[config.mk]
export PLATFORM = sky130hd
export DESIGN_NAME = apb_reg_slave
export DESIGN_NICKNAME = d
export VERILOG_FILES = /design/src/rtl/apb_slave_pkg.sv /design/src/rtl/apb_wait_timer.sv /design/src/rtl/apb_reg_slave.sv
export SDC_FILE = /design/constraint.sdc
export NUM_CORES = 1
export LEC_CHECK = 0
export CELL_PAD_IN_SITES_DETAIL_PLACEMENT = 0
export CELL_PAD_IN_SITES_GLOBAL_PLACEMENT = 1
export CORE_MARGIN = 4
export CORE_UTILIZATION = 40
export DETAILED_ROUTE_END_ITERATION = 16
export HOLD_SLACK_MARGIN = 0.05
export PLACE_DENSITY = 0.72
export SLEW_MARGIN = 20
export SYNTH_ARGS = -nofsm -noshare
export SYNTH_HDL_FRONTEND = slang
export SYNTH_SLANG_ARGS = --single-unit
[constraint.sdc]
create_clock -name PCLK -period 3.15 [get_ports PCLK]
set_input_delay 0.7875 -clock PCLK [delete_from_list [all_inputs] [get_ports PCLK]]
set_output_delay 0.7875 -clock PCLK [all_outputs]
set_load 0.005 [all_outputs]
[src/rtl/apb_slave_pkg.sv]
// Shared definitions for the APB register slave: FSM encoding, register map
// indices and STATUS bit positions.
package apb_slave_pkg;

    typedef enum logic [1:0] {
        IDLE = 2'd0,
        WAIT = 2'd1,
        RESP = 2'd2
    } apb_state_e;

    localparam int REG_WAIT      = 0;
    localparam int REG_STATUS    = 1;

    localparam int STATUS_ABORT  = 0;
    localparam int STATUS_SLVERR = 1;
    localparam int STATUS_W      = 2;

    localparam int WAIT_W        = 4;

endpackage

[src/rtl/apb_wait_timer.sv]
// Wait-state down-counter: loaded with wait_cfg-1 at the setup edge,
// decremented on each access cycle, and reports when it has reached zero.
module apb_wait_timer
    import apb_slave_pkg::*;
(
    input  logic              clk,
    input  logic              rst_n,
    input  logic              load,
    input  logic [WAIT_W-1:0] cfg,
    input  logic              dec,
    output logic              zero
);

    logic [WAIT_W-1:0] cnt;

    // NOTE: sequential state uses non-blocking assignments only.
    always_ff @(posedge clk or negedge rst_n) begin
        if (!rst_n) begin
            cnt <= '0;
        end else if (load) begin
            // A cfg of zero wraps here, but the FSM then skips WAIT entirely.
            cnt <= cfg - WAIT_W'(1);
        end else if (dec && cnt != '0) begin
            cnt <= cnt - WAIT_W'(1);
        end
    end

    assign zero = (cnt == '0);

endmodule

[src/rtl/apb_reg_slave.sv]
// APB completer with a byte-wide register file, programmable wait states,
// out-of-range error response and sticky abort/slverr status.
module apb_reg_slave
    import apb_slave_pkg::*;
#(
    parameter int              APB_AW      = 32,
    parameter int              APB_DW      = 8,
    parameter int              NUM_REGS    = 16,
    parameter logic [APB_AW-1:0] BASE_ADDR = '0,
    parameter int              WAIT_STATES = 2
) (
    input  logic              PCLK,
    input  logic              PRESETn,
    input  logic [APB_AW-1:0] PADDR,
    input  logic              PSEL,
    input  logic              PENABLE,
    input  logic              PWRITE,
    input  logic [APB_DW-1:0] PWDATA,
    output logic [APB_DW-1:0] PRDATA,
    output logic              PREADY,
    output logic              PSLVERR
);

    localparam int IDX_W = $clog2(NUM_REGS);

    apb_state_e state_q, state_d;

    logic [WAIT_W-1:0]   wait_cfg;
    logic [STATUS_W-1:0] status;
    logic [APB_DW-1:0]   regs [2:NUM_REGS-1];

    logic [IDX_W-1:0]  idx_q;
    logic              err_q, write_q;
    logic [APB_DW-1:0] wdata_q;

    logic [APB_AW-1:0] off;
    logic [IDX_W-1:0]  in_idx, cur_idx;
    logic              in_err, cur_err, cur_write;
    logic [APB_DW-1:0] rd_val, rdata_d;
    logic              ready_d, slverr_d;

    logic capture, timer_load, timer_dec, timer_zero;
    logic commit, set_abort, set_slverr;
    logic [STATUS_W-1:0] status_set, status_clr;

    assign off    = PADDR - BASE_ADDR;
    assign in_err = (off >= APB_AW'(NUM_REGS));
    assign in_idx = off[IDX_W-1:0];

    // With zero wait states the response is built at the setup edge itself,
    // before the latched copies exist, so use the live decode there.
    assign cur_idx   = capture ? in_idx : idx_q;
    assign cur_err   = capture ? in_err : err_q;
    assign cur_write = capture ? PWRITE : write_q;

    apb_wait_timer u_timer (
        .clk   (PCLK),
        .rst_n (PRESETn),
        .load  (timer_load),
        .cfg   (wait_cfg),
        .dec   (timer_dec),
        .zero  (timer_zero)
    );

    // NOTE: every signal gets a default first so no latch is inferred.
    always_comb begin
        state_d    = state_q;
        capture    = 1'b0;
        timer_load = 1'b0;
        timer_dec  = 1'b0;
        commit     = 1'b0;
        set_abort  = 1'b0;
        set_slverr = 1'b0;
        case (state_q)
            IDLE: begin
                if (PSEL && !PENABLE) begin
                    capture    = 1'b1;
                    timer_load = 1'b1;
                    state_d    = (wait_cfg == '0) ? RESP : WAIT;
                end else if (PSEL && PENABLE) begin
                    set_abort = 1'b1;
                end
            end
            WAIT: begin
                if (!PSEL) begin
                    state_d   = IDLE;
                    set_abort = 1'b1;
                end else if (PENABLE) begin
                    if (timer_zero) state_d = RESP;
                    else            timer_dec = 1'b1;
                end
            end
            RESP: begin
                state_d = IDLE;
                if (!PSEL) begin
                    set_abort = 1'b1;
                end else if (PENABLE) begin
                    commit     = write_q && !err_q;
                    set_slverr = err_q;
                end
            end
            default: state_d = IDLE;
        endcase
        ready_d  = (state_d == RESP);
        slverr_d = ready_d && cur_err;
        rdata_d  = (ready_d && !cur_write && !cur_err) ? rd_val : '0;
    end

    always_comb begin
        rd_val = '0;
        if (cur_idx == IDX_W'(REG_WAIT))        rd_val = APB_DW'(wait_cfg);
        else if (cur_idx == IDX_W'(REG_STATUS)) rd_val = APB_DW'(status);
        else                                    rd_val = regs[cur_idx];
    end

    always_ff @(posedge PCLK or negedge PRESETn) begin
        if (!PRESETn) begin
            state_q <= IDLE;
            PREADY  <= 1'b0;
            PSLVERR <= 1'b0;
            PRDATA  <= '0;
            idx_q   <= '0;
            err_q   <= 1'b0;
            write_q <= 1'b0;
            wdata_q <= '0;
        end else begin
            state_q <= state_d;
            PREADY  <= ready_d;
            PSLVERR <= slverr_d;
            PRDATA  <= rdata_d;
            if (capture) begin
                idx_q   <= in_idx;
                err_q   <= in_err;
                write_q <= PWRITE;
                wdata_q <= PWDATA;
            end
        end
    end

    always_comb begin
        status_set = '0;
        status_set[STATUS_ABORT]  = set_abort;
        status_set[STATUS_SLVERR] = set_slverr;
        status_clr = (commit && idx_q == IDX_W'(REG_STATUS)) ? wdata_q[STATUS_W-1:0] : '0;
    end

    // NOTE: the register file is a handful of flops, so it is reset like any other state.
    always_ff @(posedge PCLK or negedge PRESETn) begin
        if (!PRESETn) begin
            wait_cfg <= WAIT_W'(WAIT_STATES);
            status   <= '0;
            for (int i = 2; i < NUM_REGS; i++) regs[i] <= '0;
        end else begin
            // A simultaneous set beats the write-1-to-clear.
            status <= (status & ~status_clr) | status_set;
            if (commit && idx_q == IDX_W'(REG_WAIT)) wait_cfg <= wdata_q[WAIT_W-1:0];
            if (commit && idx_q >= IDX_W'(2))        regs[idx_q] <= wdata_q;
        end
    end

endmodule

# Word level (Yosys, flattened, before mapping)
# Cells that the tools add are included.
# totals
ff_bits,148
latch_bits,0
ram_bits,0
mem_bits_ro,0
in_bits,45
out_inout_bits,10
elab_cells,102
memories,0
# op_classes
n_addsub,2
mul,0
div_mod_pow,0
n_lt_le_gt_ge,5
n_eq_ne,5
shifts,0
mux,37
bitwise,5
reduce_logical,23
# op_table
operator,n
$bwmux W112,1
$mux W8,6
$bmux W8 S4,1
$demux W8 S4,1
$ge A32 B5 Y1 const B,1
$mux W1,17
$logic_not A4 Y1,4
$mux W2,6
$mux W4,3
$logic_and A1 B1 Y1,11
$ge A5 B5 Y1 const B,2
$not A4 Y5,2
$eq A4 B1 Y1 const B,2
$sub A4 B1 Y4 const B,2
$lt A5 B1 Y1 const B,1
$eq A2 B2 Y1 const B,2
$ge A4 B2 Y1 const B,1
$logic_not A1 Y1,4
$pmux W2 S2,1
$reduce_bool A4 Y1,1
$and A2 B2 Y2,1
$eq A2 B1 Y1 const B,1
$logic_not A2 Y1,1
$not A2 Y2,1
other kinds (4),4

# Depth between registers and ports, before layout
# depth
depth_word,12
ltp_mapped,12
mapped_depth_nobuf,9

# By module
# A second synthesis with hierarchy kept.
# hier_totals
hier_cells,632
area_unflattened_um2,7146.9
# modules_own_cells
module,instances,cells_per_inst,area_per_inst_um2,seq_area_each_um2
apb_reg_slave,1,605,6885.4,3604.7
apb_wait_timer,1,27,261.5,100.1

# Least setup slack after synthesis
# Ideal clock, no wire load.
# synth_path
path_kind,input to register
startpoint,input PENABLE
endpoint,register PRDATA[2]
setup_time_ns,0.128
arrival_time_ns,2.417
required_ns,3.022
slack_ns,0.605
cell_stages,8
n_path_buf,2
path_cell_list,buf_4 -> and3b_1 -> buf_6 -> mux2i_4 -> inv_2 -> mux4_2 -> a211oi_1 -> nor4_1
# synth_via
elab_chain_cells,12
word_cells_on_any_way,25
classes_between,eq/ne: 2; mux: 15; bitwise: 1; reduce/logical: 7
# synth_rtl
item,line,text
start: declaration,apb_reg_slave.sv:16,"input logic PENABLE,"
$logic_not A1 Y1,apb_reg_slave.sv:76,if (PSEL && !PENABLE) begin
$logic_and A1 B1 Y1,apb_reg_slave.sv:76,
$mux W1,apb_reg_slave.sv:76,
$mux W1,apb_reg_slave.sv:74,case (state_q)
$mux W4,--,
$not A4 Y5 (implied by the code),apb_reg_slave.sv:113,else rd_val = regs[cur_idx];
$bmux W8 S4,apb_reg_slave.sv:113,
$mux W8 (implied by the code) (2 in series),apb_reg_slave.sv:113,
$mux W8,apb_reg_slave.sv:112,else if (cur_idx == IDX_W'(REG_STATUS)) rd_val = APB_DW'(status);
$mux W8,apb_reg_slave.sv:111,if (cur_idx == IDX_W'(REG_WAIT)) rd_val = APB_DW'(wait_cfg);
$mux W8 (*),apb_reg_slave.sv:106,rdata_d = (ready_d && !cur_write && !cur_err) ? rd_val : '0;
named net rdata_d[2],apb_reg_slave.sv:39,"logic [APB_DW-1:0] rd_val, rdata_d;"
end signal: assignment,apb_reg_slave.sv:130,PRDATA <= rdata_d;
end: declaration,apb_reg_slave.sv:19,"output logic [APB_DW-1:0] PRDATA,"
# Mark *: on every way through the listed nets, which the timed path passes. The rest lies on a longest branch. The select of a mux whose other input is x is not followed.
# A chain may end at the register's enable or synchronous reset.

# Worst setup path after layout
# layout_path
startpoint,input PENABLE
endpoint,register PRDATA[2]
# layout_via
word_cells_on_any_way,25
classes_between,eq/ne: 2; mux: 15; bitwise: 1; reduce/logical: 7
# layout_rtl
item,line,text
$logic_not A1 Y1,apb_reg_slave.sv:76,
$logic_and A1 B1 Y1,apb_reg_slave.sv:76,
$mux W2,apb_reg_slave.sv:76,
$pmux W2 S2 (*),apb_reg_slave.sv:74,
named net state_d[1],apb_reg_slave.sv:26,"apb_state_e state_q, state_d;"
$eq A2 B2 Y1 (*),apb_reg_slave.sv:104,ready_d = (state_d == RESP);
$logic_and A1 B1 Y1 (*) (2 in series),apb_reg_slave.sv:106,
$mux W8 (*),apb_reg_slave.sv:106,
named net rdata_d[2],apb_reg_slave.sv:39,
# Marks and branches as above.

==> metrics.md <==
| Metric | Value |
|---|---|
| Antenna Nets Post-Route | 0 |
| GRT Util Overall | 0.191 |
| CTS tree | built |
| Clock Skew | 8.87 ps |
| M1 GR Usage | 0.241 |
| # setup viols final | 0 |
| Finished Layout Cells | ~930 |
| Share of layout cells above drive strength 1 | 0.272 |
| Die ar. | 19800 um^2 |
| Synth cell count leaders | dfrtp_1 (147), mux2_2 (113), nand2_1 (110) |
| Placed insts | between 800 and 900 |
| Core area | approximately 17000 um^2 |
| Initial antenna violation count | 0 |
| CTS root buffer | clkbuf_16 |
| R2R setup slack | 560 ps |
| Clock transition at path regs | 60 ps |
| Peak Freq | around 360 MHz |
| Starting DRT DRC Count | 380 |
| Dpl ws | -13.5 ps |
| Area growth, synth to finish | 21.7% |
| Area contributors post-synth | dfrtp_1 (52%), mux2_2 (18%), nand2_1 (5.9%) |
| Final period util | 0.887 |
| Worst Path Arrival | 3090 ps |
| Avg WL per Cell | 19.8 um |
| Power density cells | between 600 and 700 nW/um^2 |
| Largest net degree at the start of global routing | 70 |
| Area after DPL | 7970 um^2 |
| IO Pins | 55 |
| Worst Setup End Kind | flop |
| FP Rows | 48 |
| Worst setup SP type | input port |
| DRT Wirelength | about 18000 um |
| Worst-skew pair later-pin latency | 420 ps |
| Average instance area after synthesis | 11.4 um^2 |
| First-pass GRT wire length | 29300 um |
| CTS Sinks | 148 |
| Die H | 141 um |
| Clk buf depth | 2 |
| Hold slack | 373 ps |
| R2r startpoint | state_q[0] |
| Least-Margin Pin Slew | 678 ps |
| TritonCTS buffer count | 17 |
| Crit path time final | 2790 ps |
| Residual DRC | 0 |
| FF-to-FF path depth | 10 |
| Drt first pass iters | 5 |
| Post-CTS sizing | 0 |
| GR Util met2 | 0.328 |
| Leakage power | roughly 4.0 nW |
| Synth Cell Area | 7030 um^2 |
| Hold_buf cts | 0 |
| Final Hold Viols | 0 |
| Yosys top cell area share | 0.523 |
| Crit path kind | input port to flop |
| Post-route design area | ~8600 um^2 |
| Global routing's busiest layer | met2 |
| Post-CTS setup buffer count | 0 |
| Post-synth EDFFs | 0 |
| R2r endpoint | PRDATA[2] |
| Unique masters post-synth | 48 |
| Maximum VDD drop | approximately 0.50 mV |
| Final GP Congestion | approximately 0.83 |
| Final worst slack | about 360 ps |
| Async S/R FF share, synth | 1.00 |
| Sequential cell area fraction in the yosys report | 0.527 |
| Number of synthesized register bits | 148 |
| Top_reg_cell synth | dfrtp_1 |
| Post-DP HPWL | 13100 um |
| CTS HTree Levels | 4 |
| Total number of vias | 5084 |
| Gr ovfl total | 0 |
| Data required time of the worst path | 3450 ps |
| Post-layout nets | 740 |
| Die X | 141 um |
| Most frequent cell after synthesis | dfrtp_1 |
| Syn. warnings | 0 |
| Met3 GRT Util | 0.0444 |
| Finished Core Util | 0.497 |
| # port buffers | 54 |
| Fin. max-slew vios | 0 |
| Fin Setup TNS | 0 ps |
| RSZ-0062 raised after global routing | false |
| Hold WC Path Type | input port to async pin |
| Initial Util | 0.408 |
| Max_cap viols | 0 |
| Post-detailed-route via-to-cell ratio | 5.48 |
| Rel. slew slack | 0.548 |
| ANT cells | 0 |
| CP Max Fanout | 15 |
| Mapped Nets | 665 |
| Total power | ~6.0 mW |
| Synth area leader | dfrtp_1 |
| Status | finished clean |
| Cells after synthesis | 615 |
| Vias in the first global route | approximately 5500 |
cells in the final DEF, fill, tap and decap left out, types with 3 or more instances in the layout:
| cell type | count |
|---|---|
| a31oi_1 | 9 |
| ha_1 | 5 |
| clkinv_2 | 3 |
| and2_1 | 3 |
| bufinv_16 | 3 |
| buf_4 | 34 |
| mux2_1 | 4 |
| inv_1 | 5 |
| a32oi_1 | 4 |
| nor2b_1 | 6 |
| nand3_1 | 32 |
| nand2b_1 | 4 |
| a21oi_1 | 23 |
| nor4_1 | 16 |
| o21ai_0 | 4 |
| mux2i_1 | 20 |
| nand3b_1 | 4 |
| mux2_2 | 113 |
| mux4_2 | 4 |
| nand2_1 | 110 |
| dfrtp_1 | 147 |
| nor2_1 | 21 |
| clkbuf_16 | 17 |
| clkbuf_1 | 3 |
| a211oi_1 | 7 |
| clkdlybuf4s50_1 | 53 |
| nor3_1 | 6 |
| nand4_1 | 4 |
| inv_2 | 3 |
flip-flops by register name (all words and copies together) (netlist names):
signal	cells
wdata_q	8
status	2
PRDATA	8
err_q	1
PREADY	1
state_q	2
write_q	1
wait_cfg	4
regs	112
u_timer.cnt	4
idx_q	4
PSLVERR	1
kinds of logic after synthesis:
group,synth area share
and+or+nand+nor,0.141
DFF,0.527
muxes,0.237
AOI/OAI and AO/OA,0.0589
buffers and inverters,0.0274
adders and majority gates,0.00890
final cells by class:
type,instances,area (um^2)
Clock inverter,9,129
Tap cell,225,282
Multi-Input combinational cell,426,3140
Sequential cell,148,3700
Inverter,8,30.0
Timing Repair Buffer,89,817
Clock buffer,22,464
Fill cell,1540,8670
per-layer routing:
layer  routed length [um]  up-vias
met5                    0        -
met4                  277        0
met3                  983       19
met2                 9240      135
met1                 7840     2583
li1                     -     2347
critical path, stage by stage:
cell,delay (ps)
clkdlybuf4s50_1,540
and3b_1,360
buf_4,160
buf_4,240
a32oi_1,90
o21ai_1,180
nand4b_1,210
buf_4,210
nor4_1,310
worst max path at each step:
stage / start / end / depth (start not counted)
after floorplan: PENABLE / PRDATA[2] / 8
after global placement: PENABLE / PRDATA[5] / 9
final: PENABLE / PRDATA[2] / 9
after global routing: PENABLE / PRDATA[2] / 9
after detailed placement: PENABLE / PRDATA[7] / 9
after CTS: PENABLE / PRDATA[2] / 8
report_power, final:
group	switching, mW	internal, mW	total (mW)
sequential	0.408	2.04	2.45
clock	0.746	1.28	2.03
combinational	0.930	0.570	1.50
total	2.08	3.89	5.98
Power figures use the tool's default switching activity.
